<file path="src/rtl/mem_access_arbiter_if.sv">
// Bundle of requester, internal-RAM and external-controller signals around the
// memory access arbiter; slave is the arbiter's view, master the environment's.
interface mem_access_arbiter_if #(
    parameter int DATA_WIDTH     = 8,
    parameter int ADDR_WIDTH_EXT = 20,
    parameter int INT_DEPTH      = 256
);
    localparam int RAM_AW = $clog2(INT_DEPTH);

    logic                      cpu_req;
    logic                      cpu_we;
    logic [ADDR_WIDTH_EXT-1:0] cpu_addr;
    logic [DATA_WIDTH-1:0]     cpu_wdata;
    logic                      cpu_ack;
    logic [DATA_WIDTH-1:0]     cpu_rdata;

    logic                      alu_req;
    logic                      alu_we;
    logic [ADDR_WIDTH_EXT-1:0] alu_addr;
    logic [DATA_WIDTH-1:0]     alu_wdata;
    logic                      alu_ack;
    logic [DATA_WIDTH-1:0]     alu_rdata;

    logic                      ram_we;
    logic                      ram_re;
    logic [RAM_AW-1:0]         ram_addr;
    logic [DATA_WIDTH-1:0]     ram_wdata;
    logic [DATA_WIDTH-1:0]     ram_rdata;

    logic                      spi_start;
    logic                      spi_we;
    logic [ADDR_WIDTH_EXT-1:0] spi_addr;
    logic [DATA_WIDTH-1:0]     spi_wdata;
    logic                      spi_done;
    logic [DATA_WIDTH-1:0]     spi_rdata;

    logic                      ack_err;
    logic                      busy;

    modport slave (
        input  cpu_req, cpu_we, cpu_addr, cpu_wdata,
        output cpu_ack, cpu_rdata,
        input  alu_req, alu_we, alu_addr, alu_wdata,
        output alu_ack, alu_rdata,
        output ram_we, ram_re, ram_addr, ram_wdata,
        input  ram_rdata,
        output spi_start, spi_we, spi_addr, spi_wdata,
        input  spi_done, spi_rdata,
        output ack_err, busy
    );

    modport master (
        output cpu_req, cpu_we, cpu_addr, cpu_wdata,
        input  cpu_ack, cpu_rdata,
        output alu_req, alu_we, alu_addr, alu_wdata,
        input  alu_ack, alu_rdata,
        input  ram_we, ram_re, ram_addr, ram_wdata,
        output ram_rdata,
        input  spi_start, spi_we, spi_addr, spi_wdata,
        output spi_done, spi_rdata,
        input  ack_err, busy
    );
endinterface

</file>
<file path="src/rtl/mem_access_arbiter.sv">
// Round-robin arbiter giving a CPU and an ALU sequencer single-access turns at
// an internal synchronous RAM or an external (SPI) memory with a done timeout.
module mem_access_arbiter #(
    parameter int DATA_WIDTH     = 8,
    parameter int ADDR_WIDTH_EXT = 20,
    parameter int INT_DEPTH      = 256,
    parameter int EXT_TIMEOUT    = 4096
) (
    input logic                clk,
    input logic                reset,
    mem_access_arbiter_if.slave bus
);
    localparam int RAM_AW = $clog2(INT_DEPTH);
    localparam int CNT_W  = $clog2(EXT_TIMEOUT + 1);
    localparam logic [ADDR_WIDTH_EXT-1:0] INT_LIMIT = ADDR_WIDTH_EXT'(INT_DEPTH);

    typedef enum logic [2:0] {IDLE, RAM_ACC, RAM_RD, EXT_START, EXT_WAIT, ACK} state_t;

    state_t                    state, state_d;
    logic                      owner_alu, last_alu, grant_alu, timeout_hit;
    logic                      we_q, err_q;
    logic [ADDR_WIDTH_EXT-1:0] addr_q, grant_addr;
    logic [DATA_WIDTH-1:0]     wdata_q;
    logic [DATA_WIDTH-1:0]     cpu_rdata_q, alu_rdata_q;
    logic [CNT_W-1:0]          cnt;

    always_ff @(posedge clk or negedge reset) begin
        if (!reset) state <= IDLE;
        else        state <= state_d;
    end

    always_comb begin
        state_d     = state;
        // On a tie the requester that was not served last goes first.
        grant_alu   = bus.alu_req && (!bus.cpu_req || !last_alu);
        grant_addr  = grant_alu ? bus.alu_addr : bus.cpu_addr;
        timeout_hit = (cnt == CNT_W'(EXT_TIMEOUT - 1));
        case (state)
            IDLE:      if (bus.cpu_req || bus.alu_req)
                           state_d = (grant_addr < INT_LIMIT) ? RAM_ACC : EXT_START;
            RAM_ACC:   state_d = we_q ? ACK : RAM_RD;
            RAM_RD:    state_d = ACK;
            EXT_START: state_d = EXT_WAIT;
            EXT_WAIT:  if (bus.spi_done || timeout_hit) state_d = ACK;
            ACK:       state_d = IDLE;
            default:   state_d = IDLE;
        endcase
    end

    always_ff @(posedge clk or negedge reset) begin
        if (!reset) begin
            owner_alu   <= 1'b0;
            last_alu    <= 1'b1;
            we_q        <= 1'b0;
            err_q       <= 1'b0;
            addr_q      <= '0;
            wdata_q     <= '0;
            cpu_rdata_q <= '0;
            alu_rdata_q <= '0;
            cnt         <= '0;
        end else begin
            case (state)
                IDLE: if (bus.cpu_req || bus.alu_req) begin
                    owner_alu <= grant_alu;
                    we_q      <= grant_alu ? bus.alu_we : bus.cpu_we;
                    addr_q    <= grant_addr;
                    wdata_q   <= grant_alu ? bus.alu_wdata : bus.cpu_wdata;
                    err_q     <= 1'b0;
                end
                RAM_RD: begin
                    if (owner_alu) alu_rdata_q <= bus.ram_rdata;
                    else           cpu_rdata_q <= bus.ram_rdata;
                end
                EXT_START: cnt <= '0;
                EXT_WAIT: begin
                    // A done pulse in the timeout cycle still counts as success.
                    if (bus.spi_done) begin
                        if (!we_q) begin
                            if (owner_alu) alu_rdata_q <= bus.spi_rdata;
                            else           cpu_rdata_q <= bus.spi_rdata;
                        end
                    end else if (timeout_hit) begin
                        err_q <= 1'b1;
                        if (owner_alu) alu_rdata_q <= '0;
                        else           cpu_rdata_q <= '0;
                    end else begin
                        cnt <= cnt + 1'b1;
                    end
                end
                ACK: last_alu <= owner_alu;
                default: ;
            endcase
        end
    end

    assign bus.cpu_ack   = (state == ACK) && !owner_alu;
    assign bus.alu_ack   = (state == ACK) && owner_alu;
    assign bus.ack_err   = (state == ACK) && err_q;
    assign bus.busy      = (state != IDLE);
    assign bus.cpu_rdata = cpu_rdata_q;
    assign bus.alu_rdata = alu_rdata_q;
    assign bus.ram_we    = (state == RAM_ACC) && we_q;
    assign bus.ram_re    = (state == RAM_ACC) && !we_q;
    assign bus.ram_addr  = addr_q[RAM_AW-1:0];
    assign bus.ram_wdata = wdata_q;
    assign bus.spi_start = (state == EXT_START);
    assign bus.spi_we    = we_q;
    assign bus.spi_addr  = addr_q;
    assign bus.spi_wdata = wdata_q;
endmodule

</file>
<file path="src/flat_wrapper.sv">
// flat-port wrapper written by rule: the top's interface ports become plain ports
module mem_access_arbiter_flat 
#(
    parameter int DATA_WIDTH     = 8,
    parameter int ADDR_WIDTH_EXT = 20,
    parameter int INT_DEPTH      = 256,
    parameter int EXT_TIMEOUT    = 4096
)
  (clk, reset, bus_cpu_req, bus_cpu_we, bus_cpu_addr, bus_cpu_wdata, bus_cpu_ack, bus_cpu_rdata, bus_alu_req, bus_alu_we, bus_alu_addr, bus_alu_wdata, bus_alu_ack, bus_alu_rdata, bus_ram_we, bus_ram_re, bus_ram_addr, bus_ram_wdata, bus_ram_rdata, bus_spi_start, bus_spi_we, bus_spi_addr, bus_spi_wdata, bus_spi_done, bus_spi_rdata, bus_ack_err, bus_busy);
  mem_access_arbiter_if #(.DATA_WIDTH(DATA_WIDTH), .ADDR_WIDTH_EXT(ADDR_WIDTH_EXT), .INT_DEPTH(INT_DEPTH)) bus_i ();
  input logic clk;
  input logic reset;
  input wire logic [$bits(bus_i.cpu_req)-1:0] bus_cpu_req;
  input wire logic [$bits(bus_i.cpu_we)-1:0] bus_cpu_we;
  input wire logic [$bits(bus_i.cpu_addr)-1:0] bus_cpu_addr;
  input wire logic [$bits(bus_i.cpu_wdata)-1:0] bus_cpu_wdata;
  output wire logic [$bits(bus_i.cpu_ack)-1:0] bus_cpu_ack;
  output wire logic [$bits(bus_i.cpu_rdata)-1:0] bus_cpu_rdata;
  input wire logic [$bits(bus_i.alu_req)-1:0] bus_alu_req;
  input wire logic [$bits(bus_i.alu_we)-1:0] bus_alu_we;
  input wire logic [$bits(bus_i.alu_addr)-1:0] bus_alu_addr;
  input wire logic [$bits(bus_i.alu_wdata)-1:0] bus_alu_wdata;
  output wire logic [$bits(bus_i.alu_ack)-1:0] bus_alu_ack;
  output wire logic [$bits(bus_i.alu_rdata)-1:0] bus_alu_rdata;
  output wire logic [$bits(bus_i.ram_we)-1:0] bus_ram_we;
  output wire logic [$bits(bus_i.ram_re)-1:0] bus_ram_re;
  output wire logic [$bits(bus_i.ram_addr)-1:0] bus_ram_addr;
  output wire logic [$bits(bus_i.ram_wdata)-1:0] bus_ram_wdata;
  input wire logic [$bits(bus_i.ram_rdata)-1:0] bus_ram_rdata;
  output wire logic [$bits(bus_i.spi_start)-1:0] bus_spi_start;
  output wire logic [$bits(bus_i.spi_we)-1:0] bus_spi_we;
  output wire logic [$bits(bus_i.spi_addr)-1:0] bus_spi_addr;
  output wire logic [$bits(bus_i.spi_wdata)-1:0] bus_spi_wdata;
  input wire logic [$bits(bus_i.spi_done)-1:0] bus_spi_done;
  input wire logic [$bits(bus_i.spi_rdata)-1:0] bus_spi_rdata;
  output wire logic [$bits(bus_i.ack_err)-1:0] bus_ack_err;
  output wire logic [$bits(bus_i.busy)-1:0] bus_busy;
  assign bus_i.cpu_req = bus_cpu_req;
  assign bus_i.cpu_we = bus_cpu_we;
  assign bus_i.cpu_addr = bus_cpu_addr;
  assign bus_i.cpu_wdata = bus_cpu_wdata;
  assign bus_cpu_ack = bus_i.cpu_ack;
  assign bus_cpu_rdata = bus_i.cpu_rdata;
  assign bus_i.alu_req = bus_alu_req;
  assign bus_i.alu_we = bus_alu_we;
  assign bus_i.alu_addr = bus_alu_addr;
  assign bus_i.alu_wdata = bus_alu_wdata;
  assign bus_alu_ack = bus_i.alu_ack;
  assign bus_alu_rdata = bus_i.alu_rdata;
  assign bus_ram_we = bus_i.ram_we;
  assign bus_ram_re = bus_i.ram_re;
  assign bus_ram_addr = bus_i.ram_addr;
  assign bus_ram_wdata = bus_i.ram_wdata;
  assign bus_i.ram_rdata = bus_ram_rdata;
  assign bus_spi_start = bus_i.spi_start;
  assign bus_spi_we = bus_i.spi_we;
  assign bus_spi_addr = bus_i.spi_addr;
  assign bus_spi_wdata = bus_i.spi_wdata;
  assign bus_i.spi_done = bus_spi_done;
  assign bus_i.spi_rdata = bus_spi_rdata;
  assign bus_ack_err = bus_i.ack_err;
  assign bus_busy = bus_i.busy;
  mem_access_arbiter #(.DATA_WIDTH(DATA_WIDTH), .ADDR_WIDTH_EXT(ADDR_WIDTH_EXT), .INT_DEPTH(INT_DEPTH), .EXT_TIMEOUT(EXT_TIMEOUT)) u_core (.clk(clk), .reset(reset), .bus(bus_i));
endmodule
</file>
<file path="config.mk">
export PLATFORM = sky130hd
export DESIGN_NAME = mem_access_arbiter_flat
export DESIGN_NICKNAME = d
export VERILOG_FILES = /design/src/rtl/mem_access_arbiter_if.sv /design/src/rtl/mem_access_arbiter.sv /design/src/flat_wrapper.sv
export SDC_FILE = /design/constraint.sdc
export NUM_CORES = 1
export LEC_CHECK = 0
export CORE_UTILIZATION = 42
export CTS_BUF_LIST = sky130_fd_sc_hd__clkbuf_16
export DETAILED_ROUTE_END_ITERATION = 8
export PLACE_DENSITY = 0.87
export SLEW_MARGIN = 5
export SYNTH_ARGS = -nofsm -noshare
export SYNTH_HDL_FRONTEND = slang
export SYNTH_SLANG_ARGS = --single-unit
export TNS_END_PERCENT = 20
</file>
<file path="constraint.sdc">
create_clock -name clk -period 2.25 [get_ports clk]
set_input_delay 0.45 -clock clk [delete_from_list [all_inputs] [get_ports clk]]
set_output_delay 0.45 -clock clk [all_outputs]
set_load 0.05 [all_outputs]
</file>
==> impl_metrics.yaml, run 1 <==
min_path:
  holdCritPathClass: "in2async"
finish:
  area_growth_pct: 56.57
  final_cell_mix: "clkdlybuf4s50_1 (138), dfrtp_1 (63), nor2_1 (45)"
  fillCellCount: 551
  multi_input_area_um2: 1456
  finish.instance_area_um2: 5070
  mostFrequentLayoutCell: "clkdlybuf4s50_1"
  nets: 541
  antennaDiodeCount: 0
  post-route-util: 0.6879
  area.sequential_um2: 1603
  drive_gt1_frac: 0.1330
placement:
  io_buffers: 146
  dpl_worst_slack_ns: 0.1443
  dp.final_hpwl_um: 6756
  gp_congestion: 0.8186
  placed_cell_area_um2: 4803
clocking:
  clk-insertion-delay-late_ns: 0.33
  cts_tree: "done"
  clk_pin_slew_ns: 0.05
  cts_root_buf: "clkbuf_16"
  htree_levels: 3
  holdBufCountCts: 0
  cts.sinks: 64
  clock_path_buffers: 2
  numCtsBuffers: 9
global_route:
  grt_overflow: 0
  grt_first_pass_wirelength_um: 14610
  grt_pass1_vias: 3011
  grt_max_degree: 65
  grt.total_usage: 0.2318
  antenna_found_initial: 0
setup_path:
  end_kind: "output port"
  crit_path_cell_trace: "clkdlybuf4s50_1"
  r2r_cells: 5
  r2r_setup_slack_ns: 0.19
  startpoint: "u_core.bus.spi_we"
  critPathMaxStageDelay_ns: 0.87
  cp_top_family: "buffers and inverters"
  cp_num_buf_inv: 1
  cp_data_arrival_time_ns: 1.68
  critical_path_class: "reg2out"
  endpoint: "bus_spi_we"
  critical_path.slowest_cell: "clkdlybuf4s50_1"
  r2r-start: "u_core.cnt[6]"
  crit_path_start_kind: "flop"
  required_ns: 1.80
  reg2reg_to: "u_core.bus.cpu_rdata[5]"
  path_max_fanout: 6
  crit_cells: 1
detailed_routing:
  wl_met2_um: 4404
  routed_wl_um: 8922
  wl_per_cell_um: 15.79
  drc: 0
  viasPerCell: 5.244
  dr.pass1.iters: 4
  antenna_left: 0
  drt_iter0_drc: 128
  dr.max_layer_used: "met4"
  vias: 2963
  routedLengthMet1_um: 3549
  wl_met3_um: 709
power:
  ir_worst_vdd_uv: 1203
  p_leak_nw: 2.150
  pwr_density_cell_nw_per_um2: 1590
  total_power_w: 0.008062
floorplanning:
  die_y_um: 89.81
  num_rows: 31
  io_pins: 147
  design.die.area_um2: 8065
  start_util: 0.4394
  die_w_um: 89.81
  core_area_um2: 7370
synthesis:
  yosysSeqAreaShare: 0.4950
  synth-async-reset-ratio: 1.000
  synth_area_um2: 3238
  ys_ff_latch: 64
  ys_warn_count: 0
  yosysUniqueCellTypes: 43
  synth_nets: 402
  avgSynthCellArea_um2: 10.06
  yosys_most_used_dff: "dfrtp_1"
  synth_cells: 322
  synth_edf_count: 0
sta:
  fin_tns_setup_ns: 0
  maxSlewViolCount: 0
  setup_viol: 0
  setup_slack_ns: 0.1165
  hold_viol: 0
  fin_crit_sh: 0.9482
  relSlewSlack: 0.6066
  fmax_ghz: 0.4687
  worst_pin_slew_ns: 0.5882
  rsz0062_at_grt: "no"
  min_period_ns: 2.133
  finalClockSkew_ns: 0.005582
outcome:
  status: "completed"
job:
  drv_cap: 0
[cell usage after synthesis, types with 2 or more instances]
cell	count	area share
o2111ai_1	3	0.0081
nor2_1	46	0.053
mux2_2	17	0.059
xnor2_1	2	0.0054
o31ai_1	3	0.0070
a31oi_1	2	0.0039
buf_4	16	0.037
nand2_1	22	0.026
xor2_1	4	0.011
o21ai_0	10	0.015
nor3_1	4	0.0062
mux2i_1	30	0.093
nand3_1	6	0.0093
inv_1	5	0.0058
nor4_1	10	0.019
clkbuf_1	12	0.014
nand3_2	2	0.0062
buf_6	2	0.0070
o21a_1	2	0.0046
nand4_1	2	0.0039
o211ai_1	3	0.0070
and3_1	4	0.0077
dfrtp_1	63	0.49
a211oi_1	2	0.0046
a21oi_1	32	0.049
[power by group]
group / total (W) / switching (W) / internal (W)
registers: 0.00202 / 0.000366 / 0.00165
clock network: 0.00121 / 0.000483 / 0.000727
logic: 0.00483 / 0.00313 / 0.00170
total: 0.00806 / 0.00398 / 0.00408
[flip-flops by register name, summed over array words and instances, names as in the netlist]
| name | count |
|---|---|
| u_core.bus.ram_wdata | 8 |
| u_core.bus.spi_addr | 20 |
| u_core.bus.cpu_rdata | 8 |
| u_core.err_q | 1 |
| u_core.bus.spi_we | 1 |
| u_core.cnt | 13 |
| u_core.owner_alu | 1 |
| u_core.last_alu | 1 |
| u_core.state | 3 |
| u_core.bus.alu_rdata | 8 |
[how the worst min path moves through the flow]
stage	cells after the start	to	slack, ns	from
after detailed placement	2	u_core.cnt[8]	0.49	reset
after CTS	2	u_core.cnt[8]	0.15	reset
final	2	u_core.cnt[10]	0.12	reset
after global placement	2	u_core.err_q	0.47	u_core.err_q
after floorplan	0	u_core.bus.alu_rdata[0]	0.15	reset
after global routing	2	u_core.cnt[8]	0.15	reset
[cell type report]
class / count / share of cell area
flip-flops and latches: 64 / 0.3161
clock inverters: 7 / 0.007157
well taps: 99 / 0.02443
repair buffers: 160 / 0.3169
clock buffers: 9 / 0.04442
multi-input cells: 221 / 0.2873
inverters: 5 / 0.003702
[layer usage]
layer | vias up | global-route usage
met5 | - | 0
met4 | 0 | 0.1284
met3 | 16 | 0.06430
met2 | 135 | 0.3788
met1 | 1405 | 0.2761
li1 | 1407 | -
[per-stage QoR]
stage,cells,hold slack [ns]
floorplan,322,0.1544
CTS,565,0.1461
global route,565,0.1549
detailed placement,549,0.4888
finish,565,0.1167
global placement,549,0.4733
[logic make-up after synthesis]
| kind of cell | after synthesis | share of synthesized area |
|---|---|---|
| AO/OA/AOI/OAI | 62 | 0.1132 |
| multiplexers | 47 | 0.1519 |
| adder cells (fa/ha/maj) | 1 | 0.003863 |
| buffers and inverters | 37 | 0.06646 |
| flip-flops | 64 | 0.4950 |
| XOR/XNOR | 6 | 0.01623 |
| AND/OR/NAND/NOR | 105 | 0.1534 |
[repair_timing]
| action | CTS | global route |
|---|---|---|
| buffers inserted | 0 | 0 |
| hold endpoints to repair | 0 | 0 |
| setup endpoints to repair | 0 | 1 |
| resized for setup | 0 | 1 |
No activity file was read; power rests on OpenSTA's default activity.
==> run 2, diff against run 1 <==
--- a/config.mk
+++ b/config.mk
@@ -5,6 +5,7 @@
 export SDC_FILE = /design/constraint.sdc
 export NUM_CORES = 1
 export LEC_CHECK = 0
+export ABC_CLOCK_PERIOD_IN_PS = 2250
 export CORE_UTILIZATION = 42
 export CTS_BUF_LIST = sky130_fd_sc_hd__clkbuf_16
 export DETAILED_ROUTE_END_ITERATION = 8
==> results of run 2 <==
No change in the layout: final DEF, timing and power equal those of run 1.
